--- src/rtl/studio2_kp_pkg.sv ---
// Purpose : shared constants, scan-code tables and decode helpers for the Studio II keypad responder.
// Latency : n/a (package, no logic of its own).
// Backpr. : n/a.
// Contents: KP_LATCH_PORT, KP1_CODE/KP2_CODE scan-code tables, keyvec_t, kp1_hits/kp2_hits decoders.
package studio2_kp_pkg;

    // CPU N-line value that addresses the key-select latch (OUT 2).
    localparam logic [2:0] KP_LATCH_PORT = 3'd2;

    localparam int KP_KEYS = 10;

    typedef logic [9:0] keyvec_t;

    // PS/2 set-2 scan codes, index = key number 0..9.
    // Keypad 1 uses the main-row digits, keypad 2 the numeric keypad.
    localparam logic [7:0] KP1_CODE [KP_KEYS] = '{
        8'h45, 8'h16, 8'h1E, 8'h26, 8'h25, 8'h2E, 8'h36, 8'h3D, 8'h3E, 8'h46
    };
    localparam logic [7:0] KP2_CODE [KP_KEYS] = '{
        8'h70, 8'h69, 8'h72, 8'h7A, 8'h6B, 8'h73, 8'h74, 8'h6C, 8'h75, 8'h7D
    };

    // One-hot match of a scan code against a keypad table (all-zero if no match).
    function automatic keyvec_t kp1_hits(input logic [7:0] code);
        keyvec_t v;
        v = '0;
        for (int k = 0; k < KP_KEYS; k++) begin
            v[k] = (code == KP1_CODE[k]);
        end
        return v;
    endfunction

    function automatic keyvec_t kp2_hits(input logic [7:0] code);
        keyvec_t v;
        v = '0;
        for (int k = 0; k < KP_KEYS; k++) begin
            v[k] = (code == KP2_CODE[k]);
        end
        return v;
    endfunction

endpackage

--- src/rtl/studio2_key_cell.sv ---
// Purpose : state of one keypad key: raw pressed flag plus a hold counter that stretches short presses.
// Latency : press/release pulse at cycle N -> o_eff updated at N+1.
// Backpr. : none; every press/release pulse is consumed in the cycle it is presented.
// Ports   : clk, resetq (async active-low), i_press, i_release (one-cycle pulses), o_eff (effective state).
module studio2_key_cell #(
    parameter int HOLD_CYCLES = 500000,
    parameter int HOLD_W      = 20
) (
    input  logic clk,
    input  logic resetq,
    input  logic i_press,
    input  logic i_release,
    output logic o_eff
);

    logic              r_raw;
    logic [HOLD_W-1:0] r_cnt;

    // A release leaves the counter alone, so a press immediately followed by a
    // release keeps the key visible for the full hold window.
    always_ff @(posedge clk or negedge resetq) begin
        if (!resetq) begin
            r_raw <= 1'b0;
            r_cnt <= '0;
        end else if (i_press) begin
            r_raw <= 1'b1;
            r_cnt <= HOLD_W'(HOLD_CYCLES);
        end else if (i_release) begin
            r_raw <= 1'b0;
        end else if (r_cnt != '0) begin
            r_cnt <= r_cnt - 1'b1;
        end
    end

    assign o_eff = r_raw | (r_cnt != '0);

endmodule

--- src/rtl/studio2_keypad.sv ---
// Purpose : CDP1802 keypad responder; decodes ps2_key events into key states, answers on EF3/EF4 for the
//           key chosen with OUT 2. Keypad 2 is built only when STUDIO2_KEYPAD2_EN is defined.
// Latency : OUT 2 at N -> key_latch at N+1 -> ef at N+2; ps2 event at N -> key state N+1 -> ef at N+2.
// Backpr. : none; ps2 events and OUT strobes are accepted every cycle.
// Ports   : clk, resetq (async active-low), ps2_key[10:0], io_n[2:0], io_out, io_dout[7:0],
//           ef3, ef4, key_latch[3:0], any_key.
module studio2_keypad
    import studio2_kp_pkg::*;
#(
    parameter int HOLD_CYCLES = 500000,
    parameter int HOLD_W      = 20
) (
    input  logic        clk,
    input  logic        resetq,
    input  logic [10:0] ps2_key,
    input  logic [2:0]  io_n,
    input  logic        io_out,
    input  logic [7:0]  io_dout,
    output logic        ef3,
    output logic        ef4,
    output logic [3:0]  key_latch,
    output logic        any_key
);

    logic    r_tog_q;
    logic    r_armed;
    logic    r_ef3;
    logic [3:0] r_latch;

    logic    w_event;
    logic    w_std;
    logic    w_prs;
    logic    w_rel;
    keyvec_t w_hit1;
    keyvec_t w_hit2;
    keyvec_t w_eff1;
    keyvec_t w_eff2;
    logic    w_unused;

    // The first cycle after reset only samples the toggle bit, so a toggle
    // level that happens to be high at reset release is not seen as an event.
    always_ff @(posedge clk or negedge resetq) begin
        if (!resetq) begin
            r_tog_q <= 1'b0;
            r_armed <= 1'b0;
        end else begin
            r_tog_q <= ps2_key[10];
            r_armed <= 1'b1;
        end
    end

    assign w_event = r_armed & (r_tog_q ^ ps2_key[10]);
    // Extended (E0-prefixed) codes never map to a keypad key.
    assign w_std   = w_event & ~ps2_key[8];
    assign w_prs   = w_std & ps2_key[9];
    assign w_rel   = w_std & ~ps2_key[9];
    assign w_hit1  = kp1_hits(ps2_key[7:0]);
    assign w_hit2  = kp2_hits(ps2_key[7:0]);

    for (genvar g = 0; g < KP_KEYS; g++) begin : g_kp1
        studio2_key_cell #(
            .HOLD_CYCLES (HOLD_CYCLES),
            .HOLD_W      (HOLD_W)
        ) u_cell (
            .clk       (clk),
            .resetq    (resetq),
            .i_press   (w_prs & w_hit1[g]),
            .i_release (w_rel & w_hit1[g]),
            .o_eff     (w_eff1[g])
        );
    end

`ifdef STUDIO2_KEYPAD2_EN
    logic r_ef4;

    for (genvar g = 0; g < KP_KEYS; g++) begin : g_kp2
        studio2_key_cell #(
            .HOLD_CYCLES (HOLD_CYCLES),
            .HOLD_W      (HOLD_W)
        ) u_cell (
            .clk       (clk),
            .resetq    (resetq),
            .i_press   (w_prs & w_hit2[g]),
            .i_release (w_rel & w_hit2[g]),
            .o_eff     (w_eff2[g])
        );
    end

    always_ff @(posedge clk or negedge resetq) begin
        if (!resetq) begin
            r_ef4 <= 1'b0;
        end else begin
            r_ef4 <= (r_latch <= 4'd9) ? w_eff2[r_latch] : 1'b0;
        end
    end

    assign ef4      = r_ef4;
    assign w_unused = ^io_dout[7:4];
`else
    // Keypad 2 absent: its codes decode to nothing and ef4 never asserts.
    assign w_eff2   = '0;
    assign ef4      = 1'b0;
    assign w_unused = ^{io_dout[7:4], w_hit2};
`endif

    // Latch and EF share one register stage; EF uses the latch value already
    // updated, which gives the two-cycle OUT-to-EF path.
    always_ff @(posedge clk or negedge resetq) begin
        if (!resetq) begin
            r_latch <= 4'd0;
            r_ef3   <= 1'b0;
        end else begin
            if (io_out && (io_n == KP_LATCH_PORT)) begin
                r_latch <= io_dout[3:0];
            end
            r_ef3 <= (r_latch <= 4'd9) ? w_eff1[r_latch] : 1'b0;
        end
    end

    assign ef3       = r_ef3;
    assign key_latch = r_latch;
    assign any_key   = (|w_eff1) | (|w_eff2);

endmodule
--- config.mk ---
export PLATFORM = sky130hd
export DESIGN_NAME = studio2_keypad
export DESIGN_NICKNAME = d
export VERILOG_FILES = /design/src/rtl/studio2_kp_pkg.sv /design/src/rtl/studio2_key_cell.sv /design/src/rtl/studio2_keypad.sv
export SDC_FILE = /design/constraint.sdc
export NUM_CORES = 1
export LEC_CHECK = 0
export CORE_ASPECT_RATIO = 1.75
export CORE_MARGIN = 5
export CORE_UTILIZATION = 42
export DETAILED_ROUTE_END_ITERATION = 16
export DONT_BUFFER_PORTS = 1
export GPL_TIMING_DRIVEN = 1
export RECOVER_POWER = 100
export SLEW_MARGIN = 20
export SYNTH_ARGS = -nofsm -noshare
export SYNTH_HDL_FRONTEND = slang
export SYNTH_SLANG_ARGS = --single-unit
export TNS_END_PERCENT = 1
--- constraint.sdc ---
create_clock -name clk -period 3.4 [get_ports clk]
set_input_delay 1.02 -clock clk [delete_from_list [all_inputs] [get_ports clk]]
set_output_delay 1.02 -clock clk [all_outputs]
set_load 0.02 [all_outputs]
==> impl_metrics.toml <==
[sta]
clock_skew_ns = 0.0144
finalSetupViolations = 1
hold_viol_final = 0
finalCritPeriodShare_pct = 118
finalWorstSetupSlack_ns = -0.599
worst_pin_slew_ns = 1.02
tns_ns = -0.599
slew_headroom_pct = 31.6
drv_slew = 0
max_freq_mhz = 250
rsz0062_at_grt = "true"
period_needed_ns = 4.00

[grt]
grt_pass1_wl_mm = 47.1
grt_max_degree = 218
grt_remaining_overflow = 0
grt_pass1_vias = 9699
globalRouteTotalUtil_pct = 18.2
antenna_found_initial = 1

[logic_synthesis]
synth_top_cell_by_area = "dfrtp_1"
syn_area_um2 = 11600
synth_cell_types = 67
synth_edf_count = 0
synth-seq-area-share_pct = 47.0
syn_nets = 1286
synth-seq-cells = 217
synth_top_area_share_pct = 47.0
netlist_top_cells_area = "dfrtp_1 (47%), xnor2_1 (6.8%), xor2_1 (4.9%), nor2_1 (4.6%), nand2_1 (4.6%)"
synth-main-ff-cell = "dfrtp_1"
ys_async_sr_fraction_pct = 100
syn_area_per_cell_um2 = 9.31
syn_inst = 1241
yosysWarnings = 0

[detailed_routing]
wl_met2_mm = 14.8
dr_wl_met3_mm = 1.26
wire_per_inst_um = 16.2
dr.pass1.iters = 5
routed_wl_mm = 27.8
final_antenna_net_count = 0
drcViolationCount = 0
first_iter_violations = 406
met1Wirelength_mm = 11.0
top_layer = "met5"
routed_via_density = 5.46
vias = 9359

[power_and_ir_drop]
leakage_nw = 5.51
ir_drop_uv = 518
power_mw = 10.0
p_per_area_nw_per_um2 = 750

[setup_path]
worstPathArrival_ns = 2.98
rr_endpoint = "g_kp1[9].u_cell.r_cnt[9]"
cp_max_fo = 2
endpoint = "any_key"
crit_path_end_kind = "output pin"
r2r_slack_ns = 0.38
path_class = "reg2out"
regToRegStartpoint = "g_kp1[9].u_cell.r_cnt[13]"
crit_start = "g_kp1[6].u_cell.r_cnt[5]"
r2r_cells = 7
cp-start-kind = "flip-flop"
required_ns = 2.38

[final_layout]
finish.instance_area_um2 = 13400
layout-drive-gt1-share_pct = 10.4
antenna_cells = 0
area_growth_pct = 15.6
final_core_util_pct = 49.0
layout_common_cells = "dfrtp_1 (217), nor2_1 (143), nand2_1 (141), xnor2_1 (90), nor3_1 (74)"
nets = 1374
final_common_cell = "dfrtp_1"

[clock_tree]
cts_sinks = 217
cts_max_level = 1
ctsHoldBuffers = 0
root_buffer = "clkbuf_16"
cts_tree = "done"
cts_buffer_depth = 3
numCtsBuffers = 24
clkLatencyLatePin_ns = 0.52
path_clk_slew_ns = 0.06

[die]
start_util_pct = 42.4
die_h_um = 229
die_area_um2 = 31100
ioPinCount = 32
core_um2 = 27200
rows = 80
chipWidth_um = 135

[hold_path]
hold_path.class = "in2async"

[outcome]
status = "finished with violations"
failed_checks = "negative setup slack"

[placement]
dp_hpwl_mm = 19.8
finalWeightedCongestion = 0.866
placed_area_um2 = 12600
io_buffers = 0

[job]
maxCapViolCount = 0
## layout make-up
cell class / instances / area [µm²]
fillers: 2702 / 13900
repair buffers: 97 / 638
multi-input cells: 962 / 5900
flip-flops and latches: 217 / 5430
clock buffers: 36 / 737
clock inverters: 6 / 86.3
inverters: 27 / 101
well taps: 369 / 462
## registers in the layout (all words and copies together) (netlist names)
signal              count
g_kp1.u_cell.r_cnt    200
g_kp1.u_cell.r_raw     10
key_latch               4
ef3                     1
r_armed                 1
r_tog_q                 1
## kinds of logic (layout without fill, tap and decap cells)
kind of cell             after synthesis  count (layout)  share of synthesized area [%]
AO/OA/AOI/OAI                        116             116                           6.49
XOR/XNOR                             154             154                           11.7
adder cells (fa/ha/maj)               20              20                           2.17
buffers and inverters                 62             166                           2.06
flip-flops                           217             217                           47.0
multiplexers                           4               4                          0.379
other                                  2               2                         0.0650
AND/OR/NAND/NOR                      666             666                           30.2
## where the power goes
group          internal [mW]  total [mW]  switching [mW]  leakage, nW
clock                   1.64        2.69            1.04        0.404
combinational           1.44        2.84            1.40         2.46
sequential              3.55        4.49           0.938         2.65
total                   6.64        10.0            3.38         5.51
## worst max-delay path, stage by stage, from the launching register on
cell and delay [ns]:
dfrtp_1 0.38, or4_4 0.55, or4_4 0.44, or2_4 0.26, nor4_4 0.14, nand3_1 0.11
or4_4 0.59
## through the flow
stage / hold WS (ns) / setup slack [ns] / std cells
after global routing: 0.172 / -0.677 / 1714
after CTS: 0.179 / -0.625 / 1714
after global placement: 0.455 / -0.151 / 1668
final: 0.194 / -0.599 / 1714
after floorplan: 0.438 / -0.134 / 1241
after detailed placement: 0.466 / -0.167 / 1668
## layer usage
metal  vias up  GRT usage, %
li1       4607             -
met1      4555          20.7
met2       150          33.7
met3        45          3.32
met4         2          6.27
met5         -             0
## cells in the mapped netlist, types with 11 or more instances
library cell	number
xnor2_1	90
nand4_1	30
xor2_1	64
o21ai_0	42
nor2_1	143
nor4_1	68
dfrtp_1	217
ha_1	20
inv_1	27
nand2_1	141
clkbuf_1	33
nand3_1	59
or4_1	27
a21oi_1	22
nand4b_1	11
nand2b_1	13
nor3_1	74
or3_1	39
## how the worst min path moves through the flow
stage / to / slack, ns / cells past startpoint
2_1_floorplan: g_kp1[6].u_cell.r_cnt[10] / 0.44 / 1
3_5_place_dp: g_kp1[0].u_cell.r_cnt[1] / 0.47 / 1
4_1_cts: g_kp1[7].u_cell.r_cnt[6] / 0.18 / 0
5_1_grt: g_kp1[7].u_cell.r_cnt[2] / 0.17 / 0
6_report: g_kp1[7].u_cell.r_cnt[2] / 0.19 / 0
3_3_place_gp: g_kp1[6].u_cell.r_cnt[10] / 0.45 / 1
## timing repair
item                       in CTS  in global routing
setup buffers                   4                  0
cloned                          0                  0
pin swaps                       7                  4
setup endpoints to repair       1                  1
gates resized for setup         9                  0
Note: power is estimated with default switching activity, not from simulation.
